<file path="src/rtl/uart_char_transmit.sv">
// UART character transmitter.
// Sends one character per accepted request as an 8N1-style frame, LSB first, on an
// idle-high line. The FSM and all outputs share one register stage, so txBusy,
// serialOut and charSent change on the same edge as the state.
// When an edge accepts a request, that same edge also drives the start bit.
// The line is never glitched by combinational decode.

module uart_char_transmit #(
    parameter int unsigned CLKS_PER_BIT = 16,  // clk cycles per serial bit, >= 2
    parameter int unsigned DATA_BITS    = 8    // data bits per character, 1..8
) (
    input  logic                 clk,
    input  logic                 rst,
    input  logic [DATA_BITS-1:0] txData,
    input  logic                 txLoad,
    output logic                 serialOut,
    output logic                 txBusy,
    output logic                 charSent
);

    // Counter widths.
    // The baud counter runs 0..CLKS_PER_BIT-1.
    // The bit index runs 0..DATA_BITS.
    localparam int unsigned BaudW = (CLKS_PER_BIT > 1) ? $clog2(CLKS_PER_BIT) : 1;
    localparam int unsigned IdxW  = $clog2(DATA_BITS + 1);

    localparam logic [BaudW-1:0] BaudLast = BaudW'(CLKS_PER_BIT - 1);
    // charSent is registered.
    // It is therefore armed one cycle early, so that it is high during the final stop cycle.
    localparam logic [BaudW-1:0] BaudPenult = BaudW'(CLKS_PER_BIT - 2);
    localparam logic [IdxW-1:0]  IdxLast    = IdxW'(DATA_BITS - 1);

    typedef enum logic [1:0] {
        StIdle,
        StStart,
        StData,
        StStop
    } state_e;

    state_e               r_state;
    logic [BaudW-1:0]     r_baud;
    logic [IdxW-1:0]      r_bit_idx;
    logic [DATA_BITS-1:0] r_shift;
    logic                 r_serial;
    logic                 r_busy;
    logic                 r_sent;

    logic                 w_accept;
    logic                 w_bit_end;
    logic [DATA_BITS-1:0] w_shift_next;

    // A request is taken only while idle.
    // A request that arrives while busy is dropped, not queued.
    assign w_accept     = txLoad && !r_busy;
    assign w_bit_end    = (r_baud == BaudLast);
    assign w_shift_next = r_shift >> 1;

    // Frame sequencer.
    // The state, the counters, the shift register and the registered line outputs are updated together.
    always_ff @(posedge clk) begin
        if (rst) begin
            r_state   <= StIdle;
            r_baud    <= '0;
            r_bit_idx <= '0;
            r_shift   <= '0;
            r_serial  <= 1'b1;
            r_busy    <= 1'b0;
            r_sent    <= 1'b0;
        end else begin
            // charSent is a single-cycle pulse.
            // The stop-bit branch is the only place that raises it.
            r_sent <= 1'b0;

            unique case (r_state)
                StIdle: begin
                    r_serial <= 1'b1;
                    r_busy   <= 1'b0;
                    r_baud   <= '0;
                    if (w_accept) begin
                        // Capture the character now.
                        // Later changes on txData cannot disturb the frame.
                        r_shift   <= txData;
                        r_bit_idx <= '0;
                        r_serial  <= 1'b0;
                        r_busy    <= 1'b1;
                        r_state   <= StStart;
                    end
                end

                StStart: begin
                    if (w_bit_end) begin
                        r_baud    <= '0;
                        r_bit_idx <= '0;
                        r_serial  <= r_shift[0];
                        r_state   <= StData;
                    end else begin
                        r_baud <= r_baud + 1'b1;
                    end
                end

                StData: begin
                    if (w_bit_end) begin
                        r_baud    <= '0;
                        r_bit_idx <= r_bit_idx + 1'b1;
                        r_shift   <= w_shift_next;
                        if (r_bit_idx == IdxLast) begin
                            r_serial <= 1'b1;
                            r_state  <= StStop;
                        end else begin
                            r_serial <= w_shift_next[0];
                        end
                    end else begin
                        r_baud <= r_baud + 1'b1;
                    end
                end

                StStop: begin
                    if (w_bit_end) begin
                        // The stop bit runs its full length before the FSM returns to idle.
                        // This leaves at least one idle-high cycle between frames.
                        r_baud  <= '0;
                        r_busy  <= 1'b0;
                        r_state <= StIdle;
                    end else begin
                        r_baud <= r_baud + 1'b1;
                        if (r_baud == BaudPenult) begin
                            r_sent <= 1'b1;
                        end
                    end
                end

                default: begin
                    r_serial <= 1'b1;
                    r_busy   <= 1'b0;
                    r_baud   <= '0;
                    r_state  <= StIdle;
                end
            endcase
        end
    end

    assign serialOut = r_serial;
    assign txBusy    = r_busy;
    assign charSent  = r_sent;

endmodule

</file>
<file path="config.mk">
export PLATFORM = sky130hd
export DESIGN_NAME = uart_char_transmit
export DESIGN_NICKNAME = d
export VERILOG_FILES = /design/src/rtl/uart_char_transmit.sv
export SDC_FILE = /design/constraint.sdc
export NUM_CORES = 1
export LEC_CHECK = 0
export BUFFER_PORTS_ARGS = -buffer_cell sky130_fd_sc_hd__buf_2
export CAP_MARGIN = 40
export CORE_UTILIZATION = 45
export DETAILED_ROUTE_END_ITERATION = 12
export SYNTH_ARGS = -nofsm -noshare
export SYNTH_HDL_FRONTEND = slang
export SYNTH_SLANG_ARGS = --single-unit
</file>
<file path="constraint.sdc">
create_clock -name clk -period 2.7 [get_ports clk]
set_input_delay 0.54 -clock clk [delete_from_list [all_inputs] [get_ports clk]]
set_output_delay 0.54 -clock clk [all_outputs]
set_load 0.02 [all_outputs]
</file>
==> flow_summary.ini, run 1 <==
[drt]
routedWlPerCell_microns = 11.6
via_per_inst = 5.25
drtIter0Drc = 11
drc = 0
ant_nets = 0
firstDrtPassIters = 4
wl_mm = 1.88
vias = 851

[final_layout]
area_delta_synth_final_pct = 11.0
final_common_cell = dfxtp_1
n_antenna_cell = 0
layout-drive-gt1-share = 0.149
design_area_sq_um = 1180
most-common-layout-cells = 21 x dfxtp_1, 20 x nor2_1, 13 x buf_2
nets = 154

[floorplan]
row_count = 17
die_area_sq_um = 2560
die_h_microns = 50.6
core_area_sq_um = 2210
die_w_microns = 50.6
ios = 14
initial_core_util = 0.480

[logic_synthesis]
async_flop_share = 0
synth_nets = 140
synth_area_leaders = dfxtp_1 40%, ha_1 9.4%, mux2i_1 7.5%, nor2_1 7.1%, a211oi_1 5.7%
synth_top_area_share = 0.396
synth_seq_area_share = 0.396
synthesis.area_sq_um = 1060
synth-edff-count = 0
ys_ff_latch = 21
synthCells = 121
synth_cell_types = 32
synth_flop_cell = dfxtp_1
synth_largest_area_cell = dfxtp_1
syn_area_per_cell_sq_um = 8.78
yosysWarningCount = 0

[setup_path]
path_depth = 6
cpPeakStageDelay_ps = 510
critPathBufInv = 1
crit_path_cell_trace = inv_1, ha_1, or3_4, a222oi_1, mux2i_1, nor2_1
timing.rr.start = r_state[0]
timing.rr.end = r_state[1]
worst_path_max_delay_cell = a222oi_1
path_max_fanout = 4
path_delay_family = compound AO/OA/AOI/OAI gates
r2r_slack_ps = 650
crit_type = reg2reg
cp_data_required_time_ps = 2890
cp-start-kind = register
worstRegToRegCells = 6
endpoint_kind = register
crit_arrival_ps = 2240

[clock_tree]
cts.sinks = 21
cts_resized = 0
cts.reportedPaths.clkPinSlew_ps = 110
post-cts-setup-buffer-count = 0
cts_max_path_buffers = 2
postCtsHoldBufs = 0
cts_tree = built
h-tree-depth = 1
cts_buffers = 3
cts_root_buf = clkbuf_4
clk_latency_ps = 300

[job]
cap_violations = 0

[placed_design]
io_buffers = 13
gp_congestion = 0.722
pre_cts_ws_ps = 660
dpl.hpwl_mm = 1.36
place_area_sq_um = 1150

[worst_hold_path]
hold_path.class = in2reg
whs_path_depth = 3
holdCritStartpoint = txData[7]
min_to = r_shift[7]

[sta]
drv_slew = 0
finalHoldViolations = 0
relSlewSlack = 0.655
fmax_mhz = 488
tightestPinTransition_ps = 517
fin_skew_ps = 8.60
timing.hold.ws_ps = 462
setup-violations-final = 0
period_share = 0.759
final.setup.tns_ps = 0
period_minus_slack_ps = 2050
rsz0062_at_grt = false
fin_ws_ps = 651

[pwr]
power_leakage_nw = 0.472
peakVddDrop_uv = 612
power_density_nw_per_um2 = 999
p_total_w = 0.00118

[run_status]
status = finished, final reports clean

[global_route]
grt_pass1_wl_mm = 3.39
grt_max_degree = 21
grt_pass1_vias = 805
antenna_found_initial = 0
grt_overflow_total = 0
grt_usage = 0.176
[worst register-to-register path: cells and delay by family, from the launching register on]
kind	cells	cell delay, ps
DFF	1	400
buffers and inverters	1	100
adders and majority gates	1	230
muxes	1	240
and+or+nand+nor	2	460
AOI/OAI and AO/OA	1	510
[cell usage after synthesis, types with 2 or more instances]
library cell / instances
dfxtp_1: 21
nor2_1: 20
a211oi_1: 8
ha_1: 8
mux2i_1: 8
a21oi_1: 6
nand2_1: 6
inv_1: 5
nand2b_1: 5
buf_2: 3
nand3_1: 3
nand3b_1: 3
o21ai_1: 3
and3_1: 2
clkbuf_1: 2
nand4b_1: 2
[per-layer routing]
| layer | vias to the layer above | wire, microns | GRT usage |
|---|---|---|---|
| met5 | - | 0 | 0 |
| met3 | 2 | 54 | 0.0636 |
| met4 | 0 | 12 | 0.0556 |
| met1 | 385 | 1000 | 0.210 |
| li1 | 453 | - | - |
| met2 | 11 | 809 | 0.293 |
[flip-flops by register name, indices dropped and copies added (netlist names)]
register   cells
r_bit_idx      4
r_shift        8
serialOut      1
r_state        2
r_baud         4
charSent       1
txBusy         1
[report_power, final]
part / switching [W] / internal, W
Sequential: 0.0000542 / 0.000392
Clock: 0.0000975 / 0.0000552
Combinational: 0.000329 / 0.000249
[through the flow]
step | instances | utilization
after floorplan | 121 | -
after global placement | 158 | 0.520
after detailed placement | 158 | 0.520
after CTS | 162 | 0.533
after global routing | 162 | 0.533
final | 162 | 0.533
[cell type report]
cell class	instances	area [sq um]
Fill cell	218	1030
Multi-Input combinational cell	89	597
Sequential cell	21	420
Timing Repair Buffer	15	80.1
Tap cell	28	35.0
Clock buffer	3	22.5
Inverter	5	18.8
Clock inverter	1	5.00
[worst max path at each step]
stage,from,to
after CTS,r_state[0],r_state[1]
final,r_state[0],r_state[1]
after global placement,r_state[0],r_state[1]
after global routing,r_state[0],r_state[1]
after floorplan,r_state[0],r_state[1]
after detailed placement,r_state[0],r_state[1]
[cell families (layout without fill, tap and decap cells)]
group / after synthesis / in the layout / synth area share
AOI/OAI and AO/OA: 23 / 23 / 0.145
xor gates and xnor gates: 2 / 2 / 0.0165
adders and majority gates: 8 / 8 / 0.0942
buffers and inverters: 11 / 24 / 0.0424
DFF: 21 / 21 / 0.396
muxes: 8 / 8 / 0.0754
and+or+nand+nor: 48 / 48 / 0.231
No activity file was read; power rests on OpenSTA's default activity.
==> inputs of run 2 (changes only) <==
PLACE_DENSITY = 0.67   (was unset)
clock period = 1.8 ns   (was 2.7 ns; I/O delays follow)
==> flow_summary.ini, run 2 (synthesis results as in run 1) <==
[sta]
setup-violations-final = 2
tightestPinTransition_ps = 471
fin_ws_ps = -57.2
finalHoldViolations = 0
period_minus_slack_ps = 1860
fin_skew_ps = 1.12
fmax_mhz = 538
rsz0062_at_grt = true
drv_slew = 0
relSlewSlack = 0.686
period_share = 1.03

[setup_path]
timing.rr.start = r_state[1]
endpoint_kind = register
path_max_fanout = 5
crit_path_cell_trace = inv_4, ha_4, or3_4, a222oi_1, buf_4, mux2i_1, nor2_1
crit_arrival_ps = 2050
cpPeakStageDelay_ps = 400
crit_path_start = r_state[1]
cp_data_required_time_ps = 1990
cp-start-kind = register
worst_path_max_delay_cell = dfxtp_4
crit_type = reg2reg

[drt]
routedWlPerCell_microns = 11.9
ant_nets = 0
drc = 0
wl_mm = 1.99
drtIter0Drc = 11
highest_layer = met4
firstDrtPassIters = 4
met3WireLength_microns = 64
wl_met1_microns = 980
via_per_inst = 5.22
vias = 872
routed-wl-met2_microns = 902

[pwr]
clkPwrFrac = 0.120
p_int_w = 0.00115
seqPwrFrac = 0.362
peakVddDrop_uv = 736
p_switching_w = 0.000771
swShare = 0.402
power_leakage_nw = 0.496
comb_power_share = 0.518
power_density_nw_per_um2 = 1550

[final_layout]
final_cells = 167
largest-register = r_shift
register_area_sq_um = 428
multi_input_area_sq_um = 612
top_regs = r_shift x8, r_baud x4, r_bit_idx x4
largest_reg_flops = 8
most-common-layout-cells = 20 x nor2_1, 19 x dfxtp_1, 13 x buf_2, 8 x mux2i_1, 8 x a211oi_1
n_antenna_cell = 0
layout-drive-gt1-share = 0.216
nets = 159
nFillCells = 205
area_delta_synth_final_pct = 16.7
final_common_cell = nor2_1

[global_route]
grt_pass1_vias = 808
grt_pass1_wl_mm = 3.48
grt_max_degree = 21
grt_overflow_total = 0
grt_usage = 0.185
antenna_found_initial = 0

[placed_design]
pre_cts_ws_ps = -28.2
dp.cells = 161
io_buffers = 13
gp_congestion = 0.754
dpl.hpwl_mm = 1.39

[worst_hold_path]
holdCritStartpoint = txData[7]
hold_path.class = in2reg

[floorplan]
ios = 14
die_w_microns = 50.6
initial_core_util = 0.480
die_h_microns = 50.6
core_area_sq_um = 2210
die_area_sq_um = 2560
row_count = 17

[job]
cap_violations = 0

[clock_tree]
cts.sinks = 21
cts_buffers = 3
h-tree-depth = 1
cts.reportedPaths.clkPinSlew_ps = 120
cts_max_path_buffers = 2
cts_root_buf = clkbuf_4
clk_latency_ps = 300
postCtsHoldBufs = 0
cts_tree = built

[run_status]
failed_checks = negative setup slack
status = finished, violations left
## run 2: final cells by class
type                            instances  area share
Sequential cell                        21       0.345
Inverter                                5      0.0172
Tap cell                               28      0.0283
Clock buffer                            4      0.0212
Timing Repair Buffer                   20      0.0949
Multi-Input combinational cell         89       0.493
## run 2: worst paths after layout
kind	endpoint	slack (ps)	cells past startpoint
setup reg to reg	r_state[1]	-60	7
hold / removal	r_shift[7]	290	3
setup / recovery	r_state[1]	-60	7
hold reg to reg	r_baud[0]	470	1
## run 2: repair_timing
action	4_1_cts	5_1_grt
pin swaps	3	1
buffers inserted	1	1
resized for setup	7	0
setup endpoints to repair	5	12
## run 2: power by group through the flow
stage / combinational, W / sequential (W) / clock (W)
after floorplan: 0.000687 / 0.000687 / 0
after CTS: 0.000964 / 0.000694 / 0.000238
final: 0.000994 / 0.000694 / 0.000231
after global routing: 0.00113 / 0.000712 / 0.000258
after global placement: 0.000899 / 0.000678 / 0
after detailed placement: 0.000929 / 0.000688 / 0
## run 2: per-layer routing
metal,track usage,vias to the layer above
met4,0.106,0
met1,0.229,392
met2,0.293,15
met5,0,-
met3,0.0394,4
li1,-,461
## run 2: per-stage QoR
step                      TNS [ps]  power (W)  hold slack (ps)  cell area [sq um]  utilization
after floorplan                  0    0.00137              430               1070            -
after global placement           0    0.00158              440               1180        0.533
after detailed placement     -29.9    0.00162              456               1180        0.533
after CTS                    -23.8    0.00190              291               1230        0.557
after global routing          -845    0.00210              293               1240        0.561
final                        -71.2    0.00192              290               1240        0.561
## run 2: critical path: cells and delay by family (launching register included)
kind / cells / cell delay (ps)
AND/OR/NAND/NOR: 2 / 440
adder cells (fa/ha/maj): 1 / 150
multiplexers: 1 / 180
flip-flops: 1 / 400
AO/OA/AOI/OAI: 1 / 340
buffers and inverters: 2 / 240
